==> src/rtl/vram_port_arbiter.sv <==
// Arbitrates one single-port VRAM between the AXI register bus and the video character fetch.
// Optional starvation guard for bus requests: define VRAM_ARB_STARVE_GUARD_EN.
module vram_port_arbiter #(
    parameter int unsigned DATA_WIDTH   = 32,
    parameter int unsigned ADDR_WIDTH   = 10,
    parameter int unsigned STARVE_LIMIT = 4
) (
    input  logic                    S_AXI_ACLK,
    input  logic                    S_AXI_ARESET,
    input  logic                    BUS_REQ,
    input  logic                    BUS_WE,
    input  logic [ADDR_WIDTH-1:0]   BUS_ADDR,
    input  logic [DATA_WIDTH-1:0]   BUS_WDATA,
    input  logic [DATA_WIDTH/8-1:0] BUS_WSTRB,
    output logic                    BUS_ACK,
    output logic [DATA_WIDTH-1:0]   BUS_RDATA,
    input  logic                    VID_REQ,
    input  logic [ADDR_WIDTH-1:0]   VID_ADDR,
    output logic                    VID_ACK,
    output logic [DATA_WIDTH-1:0]   VID_RDATA,
    output logic                    MEM_EN,
    output logic [DATA_WIDTH/8-1:0] MEM_WE,
    output logic [ADDR_WIDTH-1:0]   MEM_ADDR,
    output logic [DATA_WIDTH-1:0]   MEM_WDATA,
    input  logic [DATA_WIDTH-1:0]   MEM_RDATA
);

    localparam int unsigned StrbWidth = DATA_WIDTH / 8;

    if (DATA_WIDTH == 0 || DATA_WIDTH % 8 != 0) begin : g_bad_data_width
        $error("DATA_WIDTH must be a non-zero multiple of 8");
    end
    if (STARVE_LIMIT == 0 || STARVE_LIMIT > 15) begin : g_bad_starve_limit
        $error("STARVE_LIMIT must be in 1..15");
    end

    typedef enum logic [1:0] {StIdle, StIssue, StResp} state_e;

    state_e                  state_q, state_d;
    logic                    owner_bus_q;
    logic                    we_q;
    logic [ADDR_WIDTH-1:0]   addr_q;
    logic [DATA_WIDTH-1:0]   wdata_q;
    logic [StrbWidth-1:0]    wstrb_q;
    logic [DATA_WIDTH-1:0]   bus_rdata_q;
    logic [DATA_WIDTH-1:0]   vid_rdata_q;
    logic                    grant_bus;
    logic                    grant_any;
    logic                    issue_active;
    logic                    resp_active;

    assign grant_any = BUS_REQ || VID_REQ;

`ifdef VRAM_ARB_STARVE_GUARD_EN
    localparam logic [3:0] StarveMax = 4'(STARVE_LIMIT);

    logic [3:0] starve_q, starve_d;

    always_comb begin
        grant_bus = BUS_REQ && (!VID_REQ || starve_q == StarveMax);
        starve_d  = starve_q;
        if (state_q == StIdle) begin
            if (!BUS_REQ || grant_bus) begin
                starve_d = '0;
            end else if (starve_q != StarveMax) begin
                // Bus waiting and video won this slot.
                starve_d = starve_q + 4'd1;
            end
        end
    end

    always_ff @(posedge S_AXI_ACLK) begin
        if (S_AXI_ARESET) begin
            starve_q <= '0;
        end else begin
            starve_q <= starve_d;
        end
    end
`else
    assign grant_bus = BUS_REQ && !VID_REQ;
`endif

    always_comb begin
        state_d = state_q;
        unique case (state_q)
            StIdle:  if (grant_any) state_d = StIssue;
            StIssue: state_d = StResp;
            StResp:  state_d = StIdle;
            default: state_d = StIdle;
        endcase
    end

    always_ff @(posedge S_AXI_ACLK) begin
        if (S_AXI_ARESET) begin
            state_q     <= StIdle;
            owner_bus_q <= 1'b0;
            we_q        <= 1'b0;
            addr_q      <= '0;
            wdata_q     <= '0;
            wstrb_q     <= '0;
            bus_rdata_q <= '0;
            vid_rdata_q <= '0;
        end else begin
            state_q <= state_d;
            if (state_q == StIdle && grant_any) begin
                owner_bus_q <= grant_bus;
                we_q        <= grant_bus && BUS_WE;
                addr_q      <= grant_bus ? BUS_ADDR : VID_ADDR;
                if (grant_bus) begin
                    wdata_q <= BUS_WDATA;
                    wstrb_q <= BUS_WSTRB;
                end
            end
            if (state_q == StResp && !we_q) begin
                if (owner_bus_q) begin
                    bus_rdata_q <= MEM_RDATA;
                end else begin
                    vid_rdata_q <= MEM_RDATA;
                end
            end
        end
    end

    // Reset gates the strobes so an access in flight never half-completes.
    assign issue_active = (state_q == StIssue) && !S_AXI_ARESET;
    assign resp_active  = (state_q == StResp) && !S_AXI_ARESET;

    assign MEM_EN    = issue_active;
    assign MEM_WE    = (issue_active && we_q) ? wstrb_q : '0;
    assign MEM_ADDR  = addr_q;
    assign MEM_WDATA = wdata_q;

    assign BUS_ACK = resp_active && owner_bus_q;
    assign VID_ACK = resp_active && !owner_bus_q;

    // Read data bypasses the holding register so it is valid during the ACK cycle.
    assign BUS_RDATA = (BUS_ACK && !we_q) ? MEM_RDATA : bus_rdata_q;
    assign VID_RDATA = VID_ACK ? MEM_RDATA : vid_rdata_q;

endmodule

==> config.mk <==
export PLATFORM = sky130hd
export DESIGN_NAME = vram_port_arbiter
export DESIGN_NICKNAME = d
export VERILOG_FILES = /design/src/rtl/vram_port_arbiter.sv
export SDC_FILE = /design/constraint.sdc
export NUM_CORES = 1
export LEC_CHECK = 0
export ABC_AREA = 1
export BUFFER_PORTS_ARGS = -buffer_cell sky130_fd_sc_hd__buf_2
export CORE_MARGIN = 3
export CORE_UTILIZATION = 38
export CTS_CLUSTER_SIZE = 8
export DETAILED_ROUTE_END_ITERATION = 12
export GPL_TIMING_DRIVEN = 0
export PLACE_DENSITY_LB_ADDON = 0.12
export SYNTH_ARGS = -nofsm -noshare
export SYNTH_HDL_FRONTEND = slang
export SYNTH_SLANG_ARGS = --single-unit
==> constraint.sdc <==
create_clock -name S_AXI_ACLK -period 1.5 [get_ports S_AXI_ACLK]
set_input_delay 0.3 -clock S_AXI_ACLK [delete_from_list [all_inputs] [get_ports S_AXI_ACLK]]
set_output_delay 0.3 -clock S_AXI_ACLK [all_outputs]
set_load 0.05 [all_outputs]
==> flow_summary_export.csv, run 1 <==
group,metric,value,unit
outcome,run_status,"complete, but fails checks",
outcome,failed_checks,"negative setup slack",
route,dr.first_iter.drc_count,303,
synthesis,netlist_area,5220,sq um
critical_path,cp.required,1200,ps
floorplanning,fp.dieArea,15200,sq um
finish,final_cell_mix,"buf_2 (147), nand2_1 (143), dfxtp_1 (110)",
route,viasPerCell,4.91,
finish,nets,1145,
global_route,grt_max_degree,17,
sta,skew,4.89,ps
global_route,met1_usage,29.9,%
global_route,gr-max-usage-layer,"met2",
placed_design,globalplace.congestion,0.805,
global_route,grt_use_met2,40.1,%
finish,fillers,1095,
placed_design,io_buffers,204,
route,remaining_drc_errors,0,
finish,mostFrequentLayoutCell,"buf_2",
route,routed_wl,18.3,mm
finish,fin_cells,1240,
route,firstDrtPassIters,4,
critical_path,crit_type,"reg2out",
critical_path,cpMaxStageDelayCell,"dfxtp_2",
placed_design,dp.cells,1177,
sta,grt_setup_unrepaired,"true",
clock_tree,clockRootBuffer,"clkbuf_16",
sta,report.final.slew_viol_count,0,
placed_design,place_ws,-601,ps
sta,finalSetupViolCount,71,
critical_path,path_cells,"inv_4 -> nand2_4 -> nor2_4 -> nand2_2 -> buf_8 -> buf_6 -> buf_6 -> nand2_4 -> o21ai_4 -> buf_6",
clock_tree,cts_tree,"yes",
critical_path,cp-start-kind,"register",
hold_path,hold_end,"state_q[1]",
sta,setup_tns,-34690,ps
finish,regArea,2290,sq um
power_and_ir_drop,leakage,4.26,nW
synthesis,ys_seq_area_share,43.8,%
sta,period_share,136,%
clock_tree,clk_pin_slew,50,ps
finish,multi_input_area,3540,sq um
critical_path,r2r-end,"vid_rdata_q[22]",
floorplanning,num_rows,42,
global_route,grt_util_met3,6.45,%
critical_path,cpMostUsedCell,"buf_6",
floorplanning,coreArea,13300,sq um
placed_design,place_area,7170,sq um
global_route,overflow,0,
clock_tree,cts_buffers,17,
finish,drive_gt1_share,43.9,%
sta,fmax,488,MHz
global_route,grt_pass1_vias,5913,
global_route,antenna_found_initial,1,
synthesis,synth_cells,797,
hold_path,worstHoldPathCells,2,
critical_path,r2r_setup_slack,70,ps
clock_tree,clock_latency,410,ps
hold_path,hp-start,"S_AXI_ARESET",
placed_design,dpl.hpwl,12.5,mm
synthesis,synth_cell_types,17,
sta,min_period,2050,ps
synthesis,ys_warn_count,0,
sta,relSlewSlack,65.4,%
finish,area_delta_synth_final,76.7,%
power_and_ir_drop,p_per_area,972,nW/um^2
route,ant_nets,0,
floorplanning,die_y,123,microns
route,vias,6085,
clock_tree,cts_sinks,114,
synthesis,yosysTopAreaCell,"dfxtp_1",
synthesis,synth.top_cell.area_share,43.8,%
hold_path,worst_hold_path_type,"in2reg",
critical_path,timing.critical_path.buf_inv,5,
critical_path,critical-path-top-delay-family,"buffers and inverters",
clock_tree,htreeDepth,4,
floorplanning,pin_count,206,
finish,fin_area,9220,sq um
synthesis,netlist_top_cells_area,"dfxtp_1 (44%), nand2_1 (16%), nand3_1 (12%)",
sta,worst_pin_slew,519,ps
critical_path,rr_worst_depth,6,
sta,hold_viol,0,
critical_path,path_max_fanout,6,
route,wl_per_cell,14.7,microns
run,cap_viol_max_count,0,
power_and_ir_drop,ir_drop,0.706,mV
global_route,grtUsageTotal,24.1,%
global_route,grt_pass1_wl,29.0,mm
synthesis,synth_area_per_cell,6.54,sq um
critical_path,slowest_delay,330,ps
critical_path,timing.rr.start,"we_q",
floorplanning,die_w,123,microns
critical_path,crit_arrival,1750,ps
floorplanning,start_util,39.1,%
synthesis,syn_nets,890,
critical_path,end_kind,"output port",
clock_tree,ctsHoldBuffers,0,
clock_tree,cts_buffer_depth,2,
synthesis,ys_ff_latch,114,
sta,setup_ws,-547,ps
power_and_ir_drop,p_total,8.95,mW
worst register-to-register path: stages, from the launching register on:
cell and delay, ps:
dfxtp_2 350, clkinv_4 60, buf_4 190, clkbuf_1 410
nand4_1 180, nand2_1 100, nor2_1 40
metrics by stage:
step	utilization, %	hold slack, ps
after global placement	53.7	445
after CTS	66.7	107
after global routing	69.0	117
after floorplan	-	440
final	69.0	118
after detailed placement	53.7	449
area by class of cell:
type | count | area share [%]
Multi-Input combinational cell | 558 | 38.4
Tap cell | 176 | 2.39
Sequential cell | 114 | 24.9
Inverter | 64 | 2.74
Buffer | 60 | 5.09
Antenna cell | 1 | 0.0272
Clock inverter | 6 | 0.597
Clock buffer | 24 | 5.34
Timing Repair Buffer | 237 | 20.6
power by group:
part	total (mW)	internal, mW	leakage (nW)	switching [mW]
logic	1.94	0.656	3.06	1.28
registers	3.26	3.17	0.930	0.0837
clock network	3.76	2.42	0.275	1.34
total	8.95	6.25	4.26	2.71
sequential cells by signal (all words and copies together) (netlist names):
name / flops
MEM_ADDR: 10
MEM_WDATA: 32
bus_rdata_q: 32
owner_bus_q: 1
state_q: 2
vid_rdata_q: 32
we_q: 1
wstrb_q: 4
repair_timing:
action,CTS,global route
resized for setup,290,72
buffers inserted,19,11
cloned,4,0
setup endpoints to repair,131,162
pin swaps,11,23
worst max path at each step:
stage | endpoint | depth (start not counted) | start | slack [ps]
CTS | VID_RDATA[2] | 10 | state_q[0] | -550
detailed placement | BUS_RDATA[25] | 6 | we_q | -600
floorplan | MEM_WE[0] | 4 | state_q[0] | -200
global route | BUS_RDATA[29] | 9 | state_q[0] | -600
finish | VID_RDATA[2] | 10 | state_q[0] | -550
global placement | BUS_RDATA[26] | 6 | we_q | -600
kinds of logic after synthesis:
family | Yosys count | share of synthesized area [%]
AOI/OAI and AO/OA | 70 | 6.72
buffers and inverters | 125 | 9.79
DFF | 114 | 43.8
and+or+nand+nor | 488 | 39.7
layer usage:
layer | routed length [microns] | vias up
met1 | 7680 | 2776
met2 | 8840 | 209
li1 | - | 3069
met4 | 381 | 0
met3 | 1350 | 31
met5 | 0 | -
Yosys cell counts (all sizes together):
library cell  number
nand4             32
a21oi             38
nor3               3
nand3            124
nor2             105
buf               33
dfxtp            114
inv               63
o21ai             32
clkinv             1
clkbuf            28
nand2            224
Note: power is estimated with default switching activity, not from simulation.
==> run 2: changes to the inputs <==
--- a/config.mk
+++ b/config.mk
@@ -7,8 +7,10 @@
 export LEC_CHECK = 0
 export ABC_AREA = 1
 export BUFFER_PORTS_ARGS = -buffer_cell sky130_fd_sc_hd__buf_2
+export CELL_PAD_IN_SITES_DETAIL_PLACEMENT = 1
+export CELL_PAD_IN_SITES_GLOBAL_PLACEMENT = 2
 export CORE_MARGIN = 3
-export CORE_UTILIZATION = 38
+export CORE_UTILIZATION = 25
 export CTS_CLUSTER_SIZE = 8
 export DETAILED_ROUTE_END_ITERATION = 12
 export GPL_TIMING_DRIVEN = 0
==> run 2 against run 1 <==
The flow still finishes with violations (negative setup slack); worst setup slack got worse by 41 ps; register-to-register slack about the same; sequential share of layout area decreased by 0.46 points; hold slack got worse by 1.8 ps; power increased by 6.8%; utilization decreased by 23 points; flip-flop and latch count unchanged; first-iteration DRC count decreased by 50%; critical path depth decreased by 2; clock-buffer cell count decreased by 5; design area increased by 2.0%; combinational power about the same; critical endpoint is now VID_RDATA[10]; largest power group unchanged.
==> flow_summary_export.csv, run 2 (synthesized netlist as in run 1, its figures left out) <==
group,metric,value,unit
critical_path,end_kind,"output port",
hold_path,worst_hold_path_type,"in2reg",
sta,hold_viol,0,
floorplanning,pin_count,206,
route,remaining_drc_errors,0,
global_route,grt_pass1_wl,32.8,mm
sta,min_period,2090,ps
clock_tree,cts_buffers,17,
power_and_ir_drop,leakage,4.32,nW
clock_tree,htreeDepth,4,
finish,drive_gt1_share,44.2,%
floorplanning,coreArea,20400,sq um
route,firstDrtPassIters,4,
finish,diodes,0,
floorplanning,fp.dieArea,22600,sq um
clock_tree,cts_sinks,114,
sta,setup_ws,-589,ps
sta,relSlewSlack,44.1,%
clock_tree,clockRootBuffer,"clkbuf_16",
route,viasPerCell,4.52,
finish,final_util,46.2,%
floorplanning,die_y,150,microns
placed_design,dpl.hpwl,15.0,mm
power_and_ir_drop,ir_drop,0.757,mV
route,vias,5991,
sta,report.final.slew_viol_count,0,
sta,grt_setup_unrepaired,"true",
finish,multi_input_area,3470,sq um
sta,fmax,479,MHz
critical_path,path_max_fanout,5,
sta,finalSetupViolCount,71,
global_route,grt_max_degree,17,
global_route,grtUsageTotal,18.5,%
power_and_ir_drop,p_per_area,1020,nW/um^2
placed_design,io_buffers,204,
run,cap_viol_max_count,0,
route,dr.first_iter.drc_count,153,
clock_tree,cts_buffer_depth,2,
clock_tree,clk_pin_slew,50,ps
floorplanning,die_w,150,microns
placed_design,globalplace.congestion,0.762,
global_route,grt_pass1_vias,6189,
route,routed_wl,20.7,mm
floorplanning,start_util,25.6,%
finish,fillers,2461,
route,wl_per_cell,15.6,microns
floorplanning,num_rows,52,
outcome,failed_checks,"negative setup slack",
placed_design,place_ws,-644,ps
critical_path,crit_arrival,1790,ps
global_route,antenna_found_initial,1,
route,ant_nets,0,
critical_path,cp-start-kind,"register",
finish,nets,1136,
finish,final_cell_mix,"buf_2 (150), nand2_1 (142), dfxtp_1 (110)",
outcome,run_status,"complete, but fails checks",
sta,period_share,139,%
global_route,overflow,0,
finish,mostFrequentLayoutCell,"buf_2",
critical_path,cp.required,1200,ps
clock_tree,ctsHoldBuffers,0,
clock_tree,clock_latency,420,ps
clock_tree,cts_tree,"yes",
sta,worst_pin_slew,838,ps
finish,area_delta_synth_final,80.2,%
sta,skew,6.02,ps
critical_path,crit_type,"reg2out",
finish,regArea,2290,sq um
==> run 2: changes by cell type in the layout (fill, tap and decap cells not counted), moves of 4 or more <==
cell | previous run | this run
nand3_2 | 10 | 32
nand3_4 | 19 | 2
buf_6 | 63 | 53
buf_4 | 20 | 13
nand2_4 | 36 | 43
nand2_2 | 45 | 39
buf_16 | 0 | 5
clkinvlp_4 | 0 | 5
nand3_1 | 95 | 90
clkbuf_8 | 5 | 1
clkinv_4 | 1 | 5
==> run 2: worst paths after layout <==
check                              startpoint              end  slack (ps)  cells after the start
worst max-delay path               state_q[0]    VID_RDATA[10]        -590                      8
worst min register to register  MEM_WDATA[16]    MEM_WDATA[16]         460                      2
worst max register to register     state_q[0]  bus_rdata_q[18]          80                      6
worst min-delay path             S_AXI_ARESET       state_q[1]         120                      2
==> run 2: power by group <==
part           switching, mW  internal [mW]
combinational           1.30          0.676
sequential            0.0848           3.17
clock                   1.52           2.82
==> run 2: area by class of cell <==
class | instances | area share (%)
Sequential cell | 114 | 24.4
Multi-Input combinational cell | 558 | 36.9
Inverter | 64 | 2.77
Clock inverter | 13 | 1.97
Buffer | 60 | 5.26
Timing Repair Buffer | 228 | 20.4
Tap cell | 270 | 3.59
Clock buffer | 19 | 4.71
==> run 2: timing repair <==
item	in CTS	in global routing
gates cloned	6	2
pin swaps	10	9
setup buffers	14	4
resized for setup	300	57
endpoints found under the setup margin	162	134
==> run 2: per-layer routing <==
| metal | part of all wire, % | vias up | global-route usage, % |
|---|---|---|---|
| met5 | 0.063 | - | 0 |
| met4 | 0.69 | 2 | 3.57 |
| met3 | 7.1 | 11 | 6.71 |
| met2 | 48 | 135 | 31.2 |
| met1 | 44 | 2787 | 22.9 |
| li1 | - | 3056 | - |
==> run 2: worst max-delay path: stages (launching register included) <==
cell      delay (ps)
dfxtp_4          350
clkinv_4          60
nand2_4           50
nor2_4           150
nand2_4          120
buf_12           170
buf_16           150
o21ai_4          140
buf_6            180
==> run 2: through the flow <==
stage          cell area (sq um)  setup TNS, ps  instances  hold slack (ps)  total power, mW
6_report                    9400         -38030       1326              116             9.56
5_1_grt                     9400         -43740       1326             99.9             10.0
4_1_cts                     9170         -42740       1322             87.1             9.64
3_5_place_dp                7280         -37350       1271              452             5.01
3_3_place_gp                7280         -37820       1271              446             5.00
2_1_floorplan               5930          -3330        797              440             4.51
